==> config.mk <==
export PLATFORM = sky130hd
export DESIGN_NAME = lfsr_gen
export DESIGN_NICKNAME = d
export VERILOG_FILES = /design/src/rtl/lfsr_gen.sv
export SDC_FILE = /design/constraint.sdc
export NUM_CORES = 1
export LEC_CHECK = 0
export BUFFER_PORTS_ARGS = -buffer_cell sky130_fd_sc_hd__clkbuf_2
export CAP_MARGIN = 20
export CORE_ASPECT_RATIO = 0.75
export CORE_MARGIN = 4
export CORE_UTILIZATION = 56
export DETAILED_ROUTE_END_ITERATION = 8
export PLACE_DENSITY = 0.78
export SKIP_CTS_REPAIR_TIMING = 1
export SLEW_MARGIN = 20
export SYNTH_ARGS = -nofsm -noshare
export SYNTH_HDL_FRONTEND = slang
export SYNTH_SLANG_ARGS = --single-unit
export TNS_END_PERCENT = 1
==> constraint.sdc <==
create_clock -name CLK -period 2.5 [get_ports CLK]
set_clock_uncertainty 0.2 [all_clocks]
set_input_delay 0.625 -clock CLK [delete_from_list [all_inputs] [get_ports CLK]]
set_output_delay 0.625 -clock CLK [all_outputs]
set_load 0.03 [all_outputs]
==> src/rtl/lfsr_gen.sv <==
// Fibonacci LFSR pattern generator with a free-running prescaler, runtime hold/run/step/load
// modes, all-zero lock-up recovery and a period-wrap flag.
module lfsr_gen #(
  parameter int unsigned       WIDTH          = 8,
  parameter logic [WIDTH-1:0]  TAPS           = 8'hB8,
  parameter logic [WIDTH-1:0]  SEED           = WIDTH'(1),
  parameter int unsigned       PRESCALE_WIDTH = 22
) (
  input  logic             CLK,
  input  logic             RESET,
  input  logic [1:0]       MODE,
  input  logic             STEP,
  input  logic [WIDTH-1:0] D,
  output logic [WIDTH-1:0] O,
  output logic             BIT,
  output logic             TICK,
  output logic             WRAP,
  output logic             LOCKUP
);

  typedef enum logic [1:0] {
    ModeHold = 2'b00,
    ModeRun  = 2'b01,
    ModeStep = 2'b10,
    ModeLoad = 2'b11
  } mode_e;

  mode_e mode;
  assign mode = mode_e'(MODE);

  logic [PRESCALE_WIDTH-1:0] cnt_q, cnt_d;
  logic [WIDTH-1:0]          o_q, o_d;
  logic                      tick_q, tick_d;
  logic                      wrap_q, wrap_d;
  logic                      lockup_q, lockup_d;

  logic             tick_c;
  logic             fb;
  logic             adv;
  logic [WIDTH-1:0] shifted;

  // The counter is all-ones exactly when its increment carries out.
  assign tick_c  = &cnt_q;
  assign fb      = ^(o_q & TAPS);
  assign shifted = {o_q[WIDTH-2:0], fb};

  always_comb begin
    adv = 1'b0;
    unique case (mode)
      ModeHold: adv = 1'b0;
      ModeRun:  adv = tick_c;
      ModeStep: adv = STEP;
      ModeLoad: adv = 1'b0;
      default:  adv = 1'b0;
    endcase
  end

  always_comb begin
    cnt_d    = cnt_q + PRESCALE_WIDTH'(1);
    tick_d   = tick_c;
    o_d      = o_q;
    wrap_d   = 1'b0;
    lockup_d = 1'b0;
    if (mode == ModeLoad) begin
      o_d = D;
    end else if (adv) begin
      // All-zero is a fixed point of the shift, so restart from the seed instead.
      if (o_q == '0) begin
        o_d      = SEED;
        lockup_d = 1'b1;
      end else begin
        o_d = shifted;
      end
      wrap_d = (o_d == SEED);
    end
  end

  always_ff @(posedge CLK) begin
    if (RESET) begin
      cnt_q    <= '0;
      o_q      <= SEED;
      tick_q   <= 1'b0;
      wrap_q   <= 1'b0;
      lockup_q <= 1'b0;
    end else begin
      cnt_q    <= cnt_d;
      o_q      <= o_d;
      tick_q   <= tick_d;
      wrap_q   <= wrap_d;
      lockup_q <= lockup_d;
    end
  end

  assign O      = o_q;
  assign BIT    = o_q[WIDTH-1];
  assign TICK   = tick_q;
  assign WRAP   = wrap_q;
  assign LOCKUP = lockup_q;

endmodule

# Word level (Yosys, flattened, before mapping)
# Index checks and enable logic that the tools add are counted.
dict set report totals {
  register_bits 33
  input_bits 13
  output_inout_bits 12
  word_cells 25
}
dict set report classes {
  addsub 1
  eq_ne 4
  n_mux 7
  bitwise 1
  reduce_logical 7
}
# cell n
set ops {}
lappend ops {{8-bit 2-to-1 mux} 5}
lappend ops {{22-bit by 1-bit adder with 22-bit output, second input constant} 1}
lappend ops {{22-bit AND reduction} 1}
lappend ops {{8-bit by 1-bit == test with 1-bit output, second input constant} 1}
lappend ops {{8-bit logical NOT} 1}
lappend ops {{8-bit parity} 1}
lappend ops {{2-bit == test, second input constant} 2}
lappend ops {{1-bit case mux with 3 select lines} 1}
lappend ops {{3-bit OR reduction} 1}
lappend ops {{2-bit by 1-bit == test with 1-bit output, second input constant} 1}
lappend ops {{2-bit logical NOT} 1}
lappend ops {{2-bit nonzero test} 1}
lappend ops {{2-bit OR reduction} 1}
lappend ops {{1-bit 2-to-1 mux} 1}
lappend ops {{1-bit inverter} 1}

# Longest topological paths before layout
# Gate-level depths: netlist of run 1.
dict set report logic_depth {
  ltp_word 7
  mapped_depth 6
}

# Worst setup path after synthesis of run 1
# OpenSTA, ideal clock, no wires.
dict set report synth_timing {
  path_type {register to register}
  start {register o_q[5] (netlist: O[5])}
  end {register o_q[6] (netlist: O[6])}
  setup_time_ns 0.120
  arrival_ns 1.796
  path_slack_ns 0.385
  path_stages_with_launch 7
  cell_sequence {dfxtp_1 > inv_1 > ha_1 > or4b_1 > or2_1 > and3_1 > a211o_1}
}
dict set report synth_between {
  elab_chain_len 6
}
# item line
set synth_lines {}
lappend synth_lines {{from (decl)} 32} ;# logic [WIDTH-1:0] o_q, o_d;
lappend synth_lines {{from (signal assigned)} 81} ;# o_q <= SEED;
lappend synth_lines {{from (signal assigned)} 87} ;# o_q <= o_d;
lappend synth_lines {{8-bit logical NOT} 68} ;# if (o_q == '0) begin
lappend synth_lines {{8-bit 2-to-1 mux *} 68}
lappend synth_lines {{8-bit 2-to-1 mux *} 66} ;# end else if (adv) begin
lappend synth_lines {{8-bit 2-to-1 mux *} 64} ;# if (mode == ModeLoad) begin
lappend synth_lines {{8-bit 2-to-1 mux *} 66}
lappend synth_lines {{8-bit 2-to-1 mux *} 64}
# Every way passes the cells marked *; elsewhere a longest branch is shown, timed or not. The select of a mux whose other input is x is not followed.
# A chain may end at the register's enable or synchronous reset.

# Worst setup path after layout of run 1
dict set report layout_timing {
  start {register cnt_q[4]}
  end {register cnt_q[21]}
}
dict set report layout_between {
  elab_chain_len 1
}
# item line
set layout_lines {}
lappend layout_lines {{from (decl)} 31} ;# logic [PRESCALE_WIDTH-1:0] cnt_q, cnt_d;
lappend layout_lines {{from (signal assigned)} 86} ;# cnt_q <= cnt_d;
lappend layout_lines {{22-bit by 1-bit adder with 22-bit output} 59} ;# cnt_d = cnt_q + PRESCALE_WIDTH'(1);
# No other way between the ends.

==> results of run 1 <==
## area by class of cell
type | count | area (sq um)
multi-input combinational | 160 | 1010
fill | 247 | 942
sequential | 33 | 661
timing repair buffer | 30 | 165
clock buffer | 7 | 96.3
tap | 38 | 47.5
inverter | 3 | 11.3
clock inverter | 1 | 5.00
## layout by cell type, fill, tap and decap left out, types with 6 or more instances in the layout
| cell | synthesis | final |
|---|---|---|
| sky130_fd_sc_hd__xnor2_1 | 8 | 8 |
| sky130_fd_sc_hd__clkbuf_8 | 0 | 7 |
| sky130_fd_sc_hd__buf_4 | 1 | 6 |
| sky130_fd_sc_hd__xor2_1 | 9 | 9 |
| sky130_fd_sc_hd__nand3b_1 | 8 | 8 |
| sky130_fd_sc_hd__nor3_1 | 6 | 6 |
| sky130_fd_sc_hd__a21oi_1 | 15 | 15 |
| sky130_fd_sc_hd__nor2_1 | 25 | 25 |
| sky130_fd_sc_hd__clkbuf_2 | 0 | 24 |
| sky130_fd_sc_hd__nand3_1 | 9 | 9 |
| sky130_fd_sc_hd__nand2_1 | 16 | 16 |
| sky130_fd_sc_hd__nand4_1 | 7 | 7 |
| sky130_fd_sc_hd__dfxtp_1 | 33 | 33 |
## metal layers
metal,wire (um),vias to the layer above
li1,-,809
met1,2090,771
met2,1920,54
met3,262,5
met4,37,0
met5,0,-
## flip-flops by register name, summed over array words and instances, names as in the netlist
name,count
cnt_q,22
O,8
LOCKUP,1
TICK,1
WRAP,1
## logic make-up after synthesis
kind of cell	after synthesis	synth area share, %
simple gates	100	32.5
compound gates	41	16.0
fa+ha+maj	2	1.46
xor+xnor	17	8.67
buf+inv	12	2.91
flops	33	38.5
## per-stage QoR
stage	instances	hold slack, ps	cell area (sq um)	total power (W)
2_1_floorplan	205	238	1720	0.000648
3_5_place_dp	264	264	1890	0.000693
5_1_grt	272	304	1990	0.00116
4_1_cts	272	280	1990	0.00112
6_report	272	277	1990	0.00112
3_3_place_gp	264	251	1890	0.000688
## path summary, 6_finish.rpt
| path | start | endpoint | slack (ps) | cells past startpoint |
|---|---|---|---|---|
| setup / recovery | cnt_q[4] | cnt_q[21] | 280 | 4 |
| hold / removal | cnt_q[0] | cnt_q[0] | 280 | 1 |
| setup reg to reg | cnt_q[4] | cnt_q[21] | 280 | 4 |
| hold reg to reg | cnt_q[0] | cnt_q[0] | 280 | 1 |
## power groups by stage
stage | logic (W) | clock network (W) | registers, W
after floorplan | 0.0000692 | 0 | 0.000579
after global placement | 0.000123 | 0 | 0.000565
after detailed placement | 0.000126 | 0 | 0.000567
after CTS | 0.000127 | 0.000439 | 0.000555
after global routing | 0.000141 | 0.000465 | 0.000558
final | 0.000128 | 0.000433 | 0.000556
## worst register-to-register path, cell delays in order (launching register included)
cell and delay (ps):
sky130_fd_sc_hd__dfxtp_1 470, sky130_fd_sc_hd__nand4_4 210, sky130_fd_sc_hd__or4_1 680, sky130_fd_sc_hd__or4_1 440, sky130_fd_sc_hd__a21oi_1 150
==> results.md, run 1 <==
- The cell with the largest stage delay on the worst path is sky130_fd_sc_hd__or4_1.
- By area the synthesized netlist is led by sky130_fd_sc_hd__dfxtp_1 (38%), sky130_fd_sc_hd__nor2_1 (5.5%), sky130_fd_sc_hd__xor2_1 (4.6%), sky130_fd_sc_hd__a21oi_1 (4.4%), sky130_fd_sc_hd__xnor2_1 (4.1%).
- Power spread over the standard cell area amounts to 560 nW/um^2.
- TritonCTS built the clock tree.
- In the global route stage, met2 resource usage came out at 34.0%.
- The HPWL after detailed placement is 3310 um.
- The stage delay of the slowest cell on the critical path is 680 ps.
- The fraction of the cycle the final worst path needs is 88.9%.
- The number of max-slew violations in the final report is 0.
- The sink count of the clock tree is 33.
- For this run, the post-layout net count is 248.
- Derived from the worst setup path, the maximum achievable clock frequency is 450 MHz.
- The netlist area before placement is 1720 sq um.
- Global routing used 5.78% of the available met3 tracks.
- The flow ran to the end, and the final reports show no timing, DRC or antenna violations.
- Clock-pin slew was measured on the worst setup and hold paths at 70 ps.
- Counting every net in the synthesized netlist gives 220.
- Of all nets on the critical path, the largest fanout is 10.
- Yosys instantiated no cell more often than sky130_fd_sc_hd__dfxtp_1.
- The detailed router finished its first iteration with 142 violations.
- The initial core utilization is 58.5%.
- For this run, the detailed router's first-pass iteration total came to 4.
- The count of buffer and inverter cells on the critical path is 0.
- The count of port buffers added during placement is 24.
- The core region is 2940 sq um.
- The total I/O pin count is 25.
- For this run, the number of Yosys warnings is 0.
- The detail route stage leaves a number of antenna-violating nets equal to 0.
- Per report_power, the clock group accounts for 38.8% of the total.
- Counting the buffers created by CTS gives 5.
- The horizontal die dimension is 72.0 um.
- STA classifies the critical path endpoint as a flip-flop.
- Ranked by instance count, the synthesized netlist is headed by sky130_fd_sc_hd__dfxtp_1 (33), sky130_fd_sc_hd__nor2_1 (25), sky130_fd_sc_hd__nand2_1 (16).
- Among all flip-flop cells after synthesis, the most frequent one is sky130_fd_sc_hd__dfxtp_1.
- The total global routing track utilization is 22.8%.
- Counting flops with a built-in enable in the synthesized netlist gives 0.
- Setup violations remaining at the end of the flow were counted as 0.
- The number of hold violations in the final report is 0.
- The leakage power is 0.769 nW.
- Counting I/O delays and the setup requirement, the final critical path takes 2220 ps.
- The largest total area in the synthesized netlist belongs to sky130_fd_sc_hd__dfxtp_1.
- VDD sags by at most 0.374 mV.
- The area added between synthesis and finish is 16.0%.
- Row generation in the floorplan step produced 17 rows.
- The critical path is of the flip-flop to flip-flop type.
- The worst setup path is launched from a flip-flop.
- The signal on the critical path passes through nand4_4, or4_1, or4_1, a21oi_1.
- The most numerous cell on the critical path is sky130_fd_sc_hd__or4_1.
- The final weighted congestion in routability-driven placement is 0.871.
- The synthesized design contains 33 register bits.
- In the synthesized netlist the async set-or-reset flop fraction comes to 0%.
- In this run the most used layer during global routing was met2.
- The path type of the worst min-delay path is flip-flop to flip-flop.
- The net switching power is 0.000279 W.
- The internal power summed over all cells is 0.000837 W.
- The share of final-layout standard cells stronger than drive strength 1 is 18.4%.
- The number of antenna violations at the first check in global routing is 0.
- The source-to-sink clock delay at the later pin of the worst-skew pair is 280 ps.
- The fraction of the core area covered by cells at the end of the flow is 67.9%.
- The relative slew slack is 58.0%.
- The maximum number of pins on one net before global-route repair is 20.
- STA puts the critical path data arrival time at 2230 ps.
- The height of the die is 56.0 um.
- The repair_antennas step left the layout with diodes totalling 0.
- The count of unique library cells instantiated by Yosys is 48.
- The first-pass GRT wire length is 7250 um.
- The H-tree was split into 2 levels.
- For the final routed database, the setup TNS stands at 0 ps.
- Sequential cells were found to cover 38.5% of the synthesized design area.
- Broken down by cell family, the worst path's largest delay share belongs to simple AND/OR/NAND/NOR gates.
- Synthesis handed over a netlist of 205 instances.
- Net switching is 25.0% of the power.
- The share of synthesized area in the top cell type comes to 38.5%.
- Setup slack on the critical path of the routed design comes to 279 ps.
- Global routing consumed, on the met1 layer, 32.3% of the routing resources.
- The total overflow left after global routing is 0.
- The via count of the first global-routing pass came to 1564.
- Wires add up to 4310 um.
- Setup repair after global routing left no endpoint under its margin.
- The required time at the endpoint of the critical path is 2510 ps.
- At the pin with the least slew margin, the transition time is 625 ps.
- The tree is rooted in a sky130_fd_sc_hd__clkbuf_8.
- The average instance in the mapped netlist occupies 8.38 sq um.
- In the routed design, unresolved DRC markers number 0.
- No sink is reached through more buffers than the 2 on the longest clock path.
- The number of vias in the routed layout is 1639.
- Of the total power, combinational logic draws 11.5%.
- Across the run, the number of max-cap violations was 0.
- The number of vias per cell is 6.03.
- The routed wire length per instance is 15.9 um.
- At the placement stage, the worst setup path has a slack of 291 ps.
- The die outline area is 4030 sq um.
- The part of the power in registers is 49.8%.
No activity file was read; power rests on OpenSTA's default activity.
==> run 2: changes to the inputs <==
--- a/config.mk
+++ b/config.mk
@@ -7,11 +7,13 @@
 export LEC_CHECK = 0
 export BUFFER_PORTS_ARGS = -buffer_cell sky130_fd_sc_hd__clkbuf_2
 export CAP_MARGIN = 20
+export CELL_PAD_IN_SITES_DETAIL_PLACEMENT = 1
+export CELL_PAD_IN_SITES_GLOBAL_PLACEMENT = 1
 export CORE_ASPECT_RATIO = 0.75
 export CORE_MARGIN = 4
-export CORE_UTILIZATION = 56
+export CORE_UTILIZATION = 42
 export DETAILED_ROUTE_END_ITERATION = 8
-export PLACE_DENSITY = 0.78
+export PLACE_DENSITY_LB_ADDON = 0.1
 export SKIP_CTS_REPAIR_TIMING = 1
 export SLEW_MARGIN = 20
 export SYNTH_ARGS = -nofsm -noshare
==> results.md, run 2 (synthesis results as in run 1) <==
- For this run, the detailed router's first-pass iteration total came to 4.
- The number of antenna violations at the first check in global routing is 0.
- For the worst flop-to-flop path, the logic depth is 4.
- Among all stages on the critical path, the largest delay is contributed by sky130_fd_sc_hd__or4_1.
- The worst-case IR drop observed on VDD is 0.359 mV.
- The root cell of the clock tree is sky130_fd_sc_hd__clkbuf_8.
- The worst flop-to-flop path endpoint is cnt_q[19].
- The combinational share of power is 12.7%.
- In this run the power spent charging and discharging nets is 0.000291 W.
- The stage delay of the slowest cell on the critical path is 680 ps.
- The worst setup path is of the flip-flop to flip-flop kind.
- The number of vias in the routed layout is 1722.
- The final layout contains 250 nets.
- CTS built an H-tree with a depth of 2.
- The via count of the first global-routing pass is 1772.
- In the final timing run, aggregate negative setup slack is 0 ps.
- The data arrival time of the critical path is 2240 ps.
- The routed wire length per instance is 18.5 um.
- The startpoint of the worst register-to-register path is cnt_q[8].
- The critical path starts at cnt_q[8].
- Input and output buffers added on the ports amount to 24.
- The number of clock buffers inserted by TritonCTS is 5.
- STA classifies the critical path startpoint as a flip-flop.
- Headroom to the max-slew limit came out at 55.1%.
- TritonCTS built the clock tree.
- The total I/O pin count is 25.
- The total core area is 3800 sq um.
- Max-cap violations in this run came to 0.
- No sink is reached through more buffers than the 2 on the longest clock path.
- The number of hold violations in the final report was 0.
- The number of max-slew violations in the final report is 0.
- The fraction of the core area covered by cells at the end of the flow is 52.9%.
- The power density over cell area is 547 nW/um^2.
- For the worst-skew pair, the clock arrives at the later sink with an insertion delay of 280 ps.
- After filler insertion, the fill cell instance count of the layout stands at 483.
- The run finished with clean final reports.
- For this design the static power due to leakage is 0.769 nW.
- The worst hold path startpoint is cnt_q[0].
- The most numerous cell on the critical path is sky130_fd_sc_hd__or4_1.
- The path with the worst hold slack has its endpoint at cnt_q[0].
- The congestion estimate from routability-driven global placement came to 0.787.
- The register ranked first by flip-flop count is cnt_q.
- Clock-pin slew was measured on the worst setup and hold paths at 70 ps.
- Summed over all layers, the global routing overflow is 0.
- After detailed placement, the total cell area comes to 1920 sq um.
- The clock share of power is 37.0%.
- The register with the most flip-flops in the layout has 22 of them.
- The clock period minus worst slack is 2230 ps.
- Net switching is 26.5% of the power.
- The maximum number of pins on one net before global-route repair is 21.
- The register-to-register path setup slack is 270 ps.
- The finished layout cell area is 2010 sq um.
- The area growth from synthesis to layout is 17.0%.
- In this run the worst hold path is classified as flip-flop to flip-flop.
- Leaving out fill and tap cells, the most frequent cell in the layout is sky130_fd_sc_hd__dfxtp_1.
- After layout, the worst path uses 89.4% of the clock period.
- The HPWL after detailed placement is 4010 um.
- The required time at the endpoint of the critical path is 2510 ps.
- For this run, design rule violations remaining after detail routing come to 0.
- The count of nets left with antenna violations once routing finished came out at 0.
- The antenna diode count is 0.
- The routed wire length is 5300 um.
- The floorplan row count is 19.
- Setup violations remaining at the end of the flow were counted as 0.
- The signal on the critical path passes through nand4_2, or4_1, or4_1, a21oi_1.
- The total global routing track utilization is 22.4%.
- The die is 81.9 um wide.
- Cells with a size suffix above 1 make up 18.3% of the layout.
- The highest net fanout along the worst path is 8.
- The internal power summed over all cells is 0.000809 W.
- The transition at the pin with the smallest max-transition slack is 667 ps.
- The peak clock frequency supported by timing is 447 MHz.
- The height of the die is 63.4 um.
- Once the floorplan was initialized, standard cells occupied 45.2% of the core.
- The floorplan step defined a die boundary enclosing 5190 sq um.
- The count of routing violations after the opening detailed-route iteration is 113.
- Sequential cells account for 50.3% of the total power.
- The sink count of the clock tree is 33.
- The hold-critical path depth is 1.
- The kind of end point of the critical path is a flip-flop.
- Setup repair after global routing left no endpoint under its margin.
- In the layout the commonest cells are sky130_fd_sc_hd__dfxtp_1 (33), sky130_fd_sc_hd__nor2_1 (25), sky130_fd_sc_hd__clkbuf_2 (24), sky130_fd_sc_hd__nand2_1 (16), sky130_fd_sc_hd__a21oi_1 (15).
- The number of vias per cell is 6.00.
- The first-pass GRT wire length is 9070 um.
run 2: worst max-delay path by stage:
stage	endpoint	slack (ps)	cells past startpoint
6_report	cnt_q[19]	270	4
5_1_grt	cnt_q[21]	170	4
4_1_cts	cnt_q[19]	290	4
3_5_place_dp	O[2]	300	5
3_3_place_gp	O[2]	330	5
2_1_floorplan	O[6]	380	6
run 2: through the flow:
stage	worst slack, ps	total power [W]	cells	hold slack, ps
6_report	265	0.00110	287	280
3_5_place_dp	300	0.000703	280	271
4_1_cts	293	0.00110	287	285
5_1_grt	173	0.00116	287	319
2_1_floorplan	385	0.000648	205	238
3_3_place_gp	330	0.000694	280	252
run 2: power by group through the flow:
| stage | clock [W] | combinational [W] | sequential, W |
|---|---|---|---|
| 2_1_floorplan | 0 | 0.0000692 | 0.000579 |
| 3_3_place_gp | 0 | 0.000130 | 0.000564 |
| 3_5_place_dp | 0 | 0.000138 | 0.000565 |
| 4_1_cts | 0.000413 | 0.000138 | 0.000553 |
| 5_1_grt | 0.000448 | 0.000153 | 0.000555 |
| 6_report | 0.000407 | 0.000139 | 0.000553 |
run 2: cell type report:
type | count | area (sq um) | share of cell area (%)
Sequential cell | 33 | 661 | 32.9
Tap cell | 52 | 65.1 | 3.24
Multi-Input combinational cell | 160 | 1010 | 50.1
Inverter | 3 | 11.3 | 0.560
Clock buffer | 7 | 86.3 | 4.29
Timing Repair Buffer | 32 | 180 | 8.96
run 2: worst max-delay path: cells and delay by family (launching register included):
family          cells  cell delay [ps]
compound gates      1              160
simple gates        3             1370
flops               1              440
run 2: per-layer routing:
| metal | global-route usage, % | vias to the layer above | part of all wire [%] |
|---|---|---|---|
| met2 | 33.8 | 46 | 46 |
| met3 | 6.41 | 6 | 5.2 |
| met5 | 0 | - | 0 |
| li1 | - | 809 | - |
| met4 | 3.94 | 0 | 0.43 |
| met1 | 31.9 | 861 | 48 |
==> run 3: changes to the inputs <==
--- a/config.mk
+++ b/config.mk
@@ -5,13 +5,14 @@
 export SDC_FILE = /design/constraint.sdc
 export NUM_CORES = 1
 export LEC_CHECK = 0
+export ABC_AREA = 1
 export BUFFER_PORTS_ARGS = -buffer_cell sky130_fd_sc_hd__clkbuf_2
 export CAP_MARGIN = 20
 export CELL_PAD_IN_SITES_DETAIL_PLACEMENT = 1
 export CELL_PAD_IN_SITES_GLOBAL_PLACEMENT = 1
 export CORE_ASPECT_RATIO = 0.75
 export CORE_MARGIN = 4
-export CORE_UTILIZATION = 42
+export CORE_UTILIZATION = 36
 export DETAILED_ROUTE_END_ITERATION = 8
 export PLACE_DENSITY_LB_ADDON = 0.1
 export SKIP_CTS_REPAIR_TIMING = 1
==> constraint.sdc (replaced) <==
create_clock -name CLK -period 1.8 [get_ports CLK]
set_clock_uncertainty 0.2 [all_clocks]
set_input_delay 0.45 -clock CLK [delete_from_list [all_inputs] [get_ports CLK]]
set_output_delay 0.45 -clock CLK [all_outputs]
set_load 0.03 [all_outputs]
==> results.md, run 3 <==
- The flow ran to the end, and the final reports show no timing, DRC or antenna violations.
- The most common library cell in the layout ignoring fill and taps is sky130_fd_sc_hd__nand2_1.
- The total I/O pin count is 25.
- The floorplan row count is 21.
- Counting flops per register, the top entry is cnt_q.
- The netlist uses 27 different library cells.
- Summing the areas of all xor and xnor instances in the mapped netlist gives 1.57% of the synthesized area.
- Routability-driven placement finished with a final weighted congestion of 0.810.
- The power density over cell area is 732 nW/um^2.
- Global routing consumed, over all layers together, 16.5% of the routing resources.
- The slack of the critical path is 43.5 ps.
- The number of vias in the routed layout is 1612.
- The number of flip-flops under the largest register name is 22.
- In this run, placement finished with an instance count of 318.
- The fraction of the cycle the final worst path needs is 97.6%.
- Derived from the worst setup path, the maximum achievable clock frequency is 569 MHz.
- The number of vias per cell is 4.90.
- The total global routing overflow is 0.
- The analysis attributes to cell leakage a power of 0.780 nW.
- The count of endpoints failing setup in the final report is 0.
- The mean instance size in the synthesized netlist is 7.10 sq um.
- Clock-pin slew was measured on the worst setup and hold paths at 70 ps.
- The die outline area is 5820 sq um.
- The post-place setup slack is -11.8 ps.
- The routed wire length is 4690 um.
- The maximum resistive drop on vdd is 0.413 mV.
- By area, the combinational part of the netlist is dominated by simple AND/OR/NAND/NOR gates.
- The adder-cell area share of the yosys netlist is 1.49%.
- The mux share of post-synthesis cell area is 0%.
- In this run, CTS created clock tree buffers numbering 5.
- The die is 86.8 um wide.
- After synthesis, the cell types taking the most area are sky130_fd_sc_hd__dfxtp_1 (39%), sky130_fd_sc_hd__nand2_1 (12%), sky130_fd_sc_hd__nor2_1 (6.7%), sky130_fd_sc_hd__a21oi_1 (6.3%), sky130_fd_sc_hd__inv_1 (5.6%).
- The share of final-layout standard cells stronger than drive strength 1 is 22.4%.
- For this run, the register share of the synthesized area comes to 39.4%.
- The number of nets in the synthesized netlist is 251.
- After Yosys synthesis, and, or, nand and nor cells account for 37.4% of the synthesized area.
- The path type of the worst min-delay path is input pin to flip-flop.
- STA classifies the critical path endpoint as a flip-flop.
- Setup repair after global routing could not meet its margin everywhere.
- The area added between synthesis and finish is 20.1%.
- The die is 67.1 um tall.
- The relative slew slack is 69.2%.
- Before antenna repair, the detailed router went through 4 iterations.
- The CTS tree is built.
- The number of hold violations in the final report came to 0.
- Of all flip-flops after synthesis, the portion carrying an async set or reset was 0%.
- The total core area is 4490 sq um.
- For this run, the leading register cell type out of synthesis is sky130_fd_sc_hd__dfxtp_1.
- The longest clock path from root to sink contains 2 buffers.
- The highest net fanout along the worst path is 8.
- After technology mapping, the gate count stands at 236.
- The first routing iteration left 77 violations.
- The H-tree generated during clock tree synthesis spans 2 levels.
- The number of synthesis warnings is 0.
- The most used standard cell by instance count after synthesis is sky130_fd_sc_hd__nand2_1.
- The clock period minus worst slack is 1760 ps.
- In the layout the commonest cells are sky130_fd_sc_hd__nand2_1 (52), sky130_fd_sc_hd__dfxtp_1 (31), sky130_fd_sc_hd__nor2_1 (29), sky130_fd_sc_hd__inv_1 (25), sky130_fd_sc_hd__clkbuf_2 (24).
- The data arrival time of the critical path is 1770 ps.
- The initial utilization of the core area, before any placement, comes to 37.3%.
- The commonest cells after synthesis are sky130_fd_sc_hd__nand2_1 (53), sky130_fd_sc_hd__dfxtp_1 (33), sky130_fd_sc_hd__nor2_1 (30).
- The number of register bits inferred by synthesis is 33.
- In this run the cell area measured after placement is 1870 sq um.
- The number of max-slew violations in the final report is 0.
- In the final routed layout, each cell accounts on average for 14.3 um.
- The maximum number of pins on one net before global-route repair is 18.
- The sink count of the clock tree is 33.
- The via count of the first global-routing pass was 1454.
- In this run the remaining antenna-violating nets after routing total 0.
- The count of port buffers added during placement is 24.
- Clock tree synthesis selected as its root buffer the cell sky130_fd_sc_hd__clkbuf_8.
- The final layout contains 286 nets.
- The final standard cell count with taps included and fillers excluded is 329.
- The biggest area contributor in the post-synthesis netlist is sky130_fd_sc_hd__dfxtp_1.
- The hold slack is 200 ps.
- For the worst setup path, the data required time is 1810 ps.
- The transition at the pin with the smallest max-transition slack is 461 ps.
- The count of max-cap constraint violations is 0.
- The area share of the largest cell type after synthesis is 39.4%.
- The number of antenna violations at the first check in global routing is 0.
- The category of the critical setup timing path is flip-flop to flip-flop.
- In the routed design, unresolved DRC markers number 0.
- The netlist area before placement is 1680 sq um.
- Yosys mapped a number of flops with a built-in enable equal to 0.
- The finished cells cover 2010 sq um.
- Summed over all nets, the half-perimeter wirelength after detailed placement is 3550 um.
- STA classifies the critical path startpoint as a flip-flop.
- The synthesized netlist devotes 11.5% of its cell area to compound gates.
- The antenna diode count is 0.
- The first-pass GRT wire length is 7290 um.
- The source-to-sink clock delay at the later pin of the worst-skew pair is 280 ps.
- The number of inserted filler cells in the final layout is 604.
run 3: cell count changes after synthesis, moves of 4 or more:
cell                       change
sky130_fd_sc_hd__nand3b_1      -6
sky130_fd_sc_hd__o21ai_0      +11
sky130_fd_sc_hd__nand4_1       +5
sky130_fd_sc_hd__a21oi_1       +6
sky130_fd_sc_hd__xor2_1        -8
sky130_fd_sc_hd__nand2_2       +5
sky130_fd_sc_hd__or4_1         -4
sky130_fd_sc_hd__nand2_1      +37
sky130_fd_sc_hd__xnor2_1       -6
sky130_fd_sc_hd__nor2_1        +5
sky130_fd_sc_hd__clkbuf_1      -4
sky130_fd_sc_hd__inv_1        +22
run 3: worst paths after layout:
kind	start	endpoint	slack, ps	depth (start not counted)
worst max-delay path	cnt_q[0]	O[2]	40	9
worst min-delay path	D[0]	O[0]	200	3
worst min register to register	cnt_q[0]	cnt_q[0]	240	1
worst max register to register	cnt_q[0]	O[2]	40	9
run 3: routing by layer:
metal  vias up  wire length (um)  GRT usage, %
met1       741              2700          26.2
met5         -                 0             0
met2        20              1810          20.8
met3         4               141          3.71
li1        847                 -             -
met4         0                40          5.84
run 3: final cells by class:
class | instances | area [sq um] | share of cell area (%)
Multi-Input combinational cell | 172 | 908 | 45.1
Sequential cell | 33 | 666 | 33.1
Timing Repair Buffer | 33 | 188 | 9.32
Inverter | 26 | 97.6 | 4.85
Clock buffer | 6 | 72.6 | 3.60
Tap cell | 57 | 71.3 | 3.54
Clock inverter | 2 | 10.0 | 0.497
run 3: worst max-delay path, stage by stage, from the launching register on:
cell and delay, ps:
sky130_fd_sc_hd__dfxtp_4 370, sky130_fd_sc_hd__ha_4 140, sky130_fd_sc_hd__nand2_2 60, sky130_fd_sc_hd__nor2_4 150, sky130_fd_sc_hd__nand2_2 100, sky130_fd_sc_hd__nor2_4 140
sky130_fd_sc_hd__nand3_4 150, sky130_fd_sc_hd__nand3_4 150, sky130_fd_sc_hd__nand2_1 90, sky130_fd_sc_hd__a21oi_2 130
run 3: report_power, final:
| part | internal (W) | switching, W |
|---|---|---|
| clock | 0.000268 | 0.000273 |
| sequential | 0.000746 | 0.0000198 |
| combinational | 0.0000591 | 0.000106 |
run 3: logic make-up (layout without fill, tap and decap cells):
family          Yosys count  count (layout)
compound gates           37              37
simple gates            130             130
flops                    33              33
fa+ha+maj                 2               2
xor+xnor                  3               3
buf+inv                  31              67
run 3: through the flow:
stage	setup TNS (ps)	power, W	utilization [%]
floorplan	0	0.000886	-
global placement	0	0.000938	41.5
detailed placement	-18.2	0.000939	41.5
CTS	-72.6	0.00148	43.4
global route	-162	0.00155	44.8
finish	0	0.00147	44.8
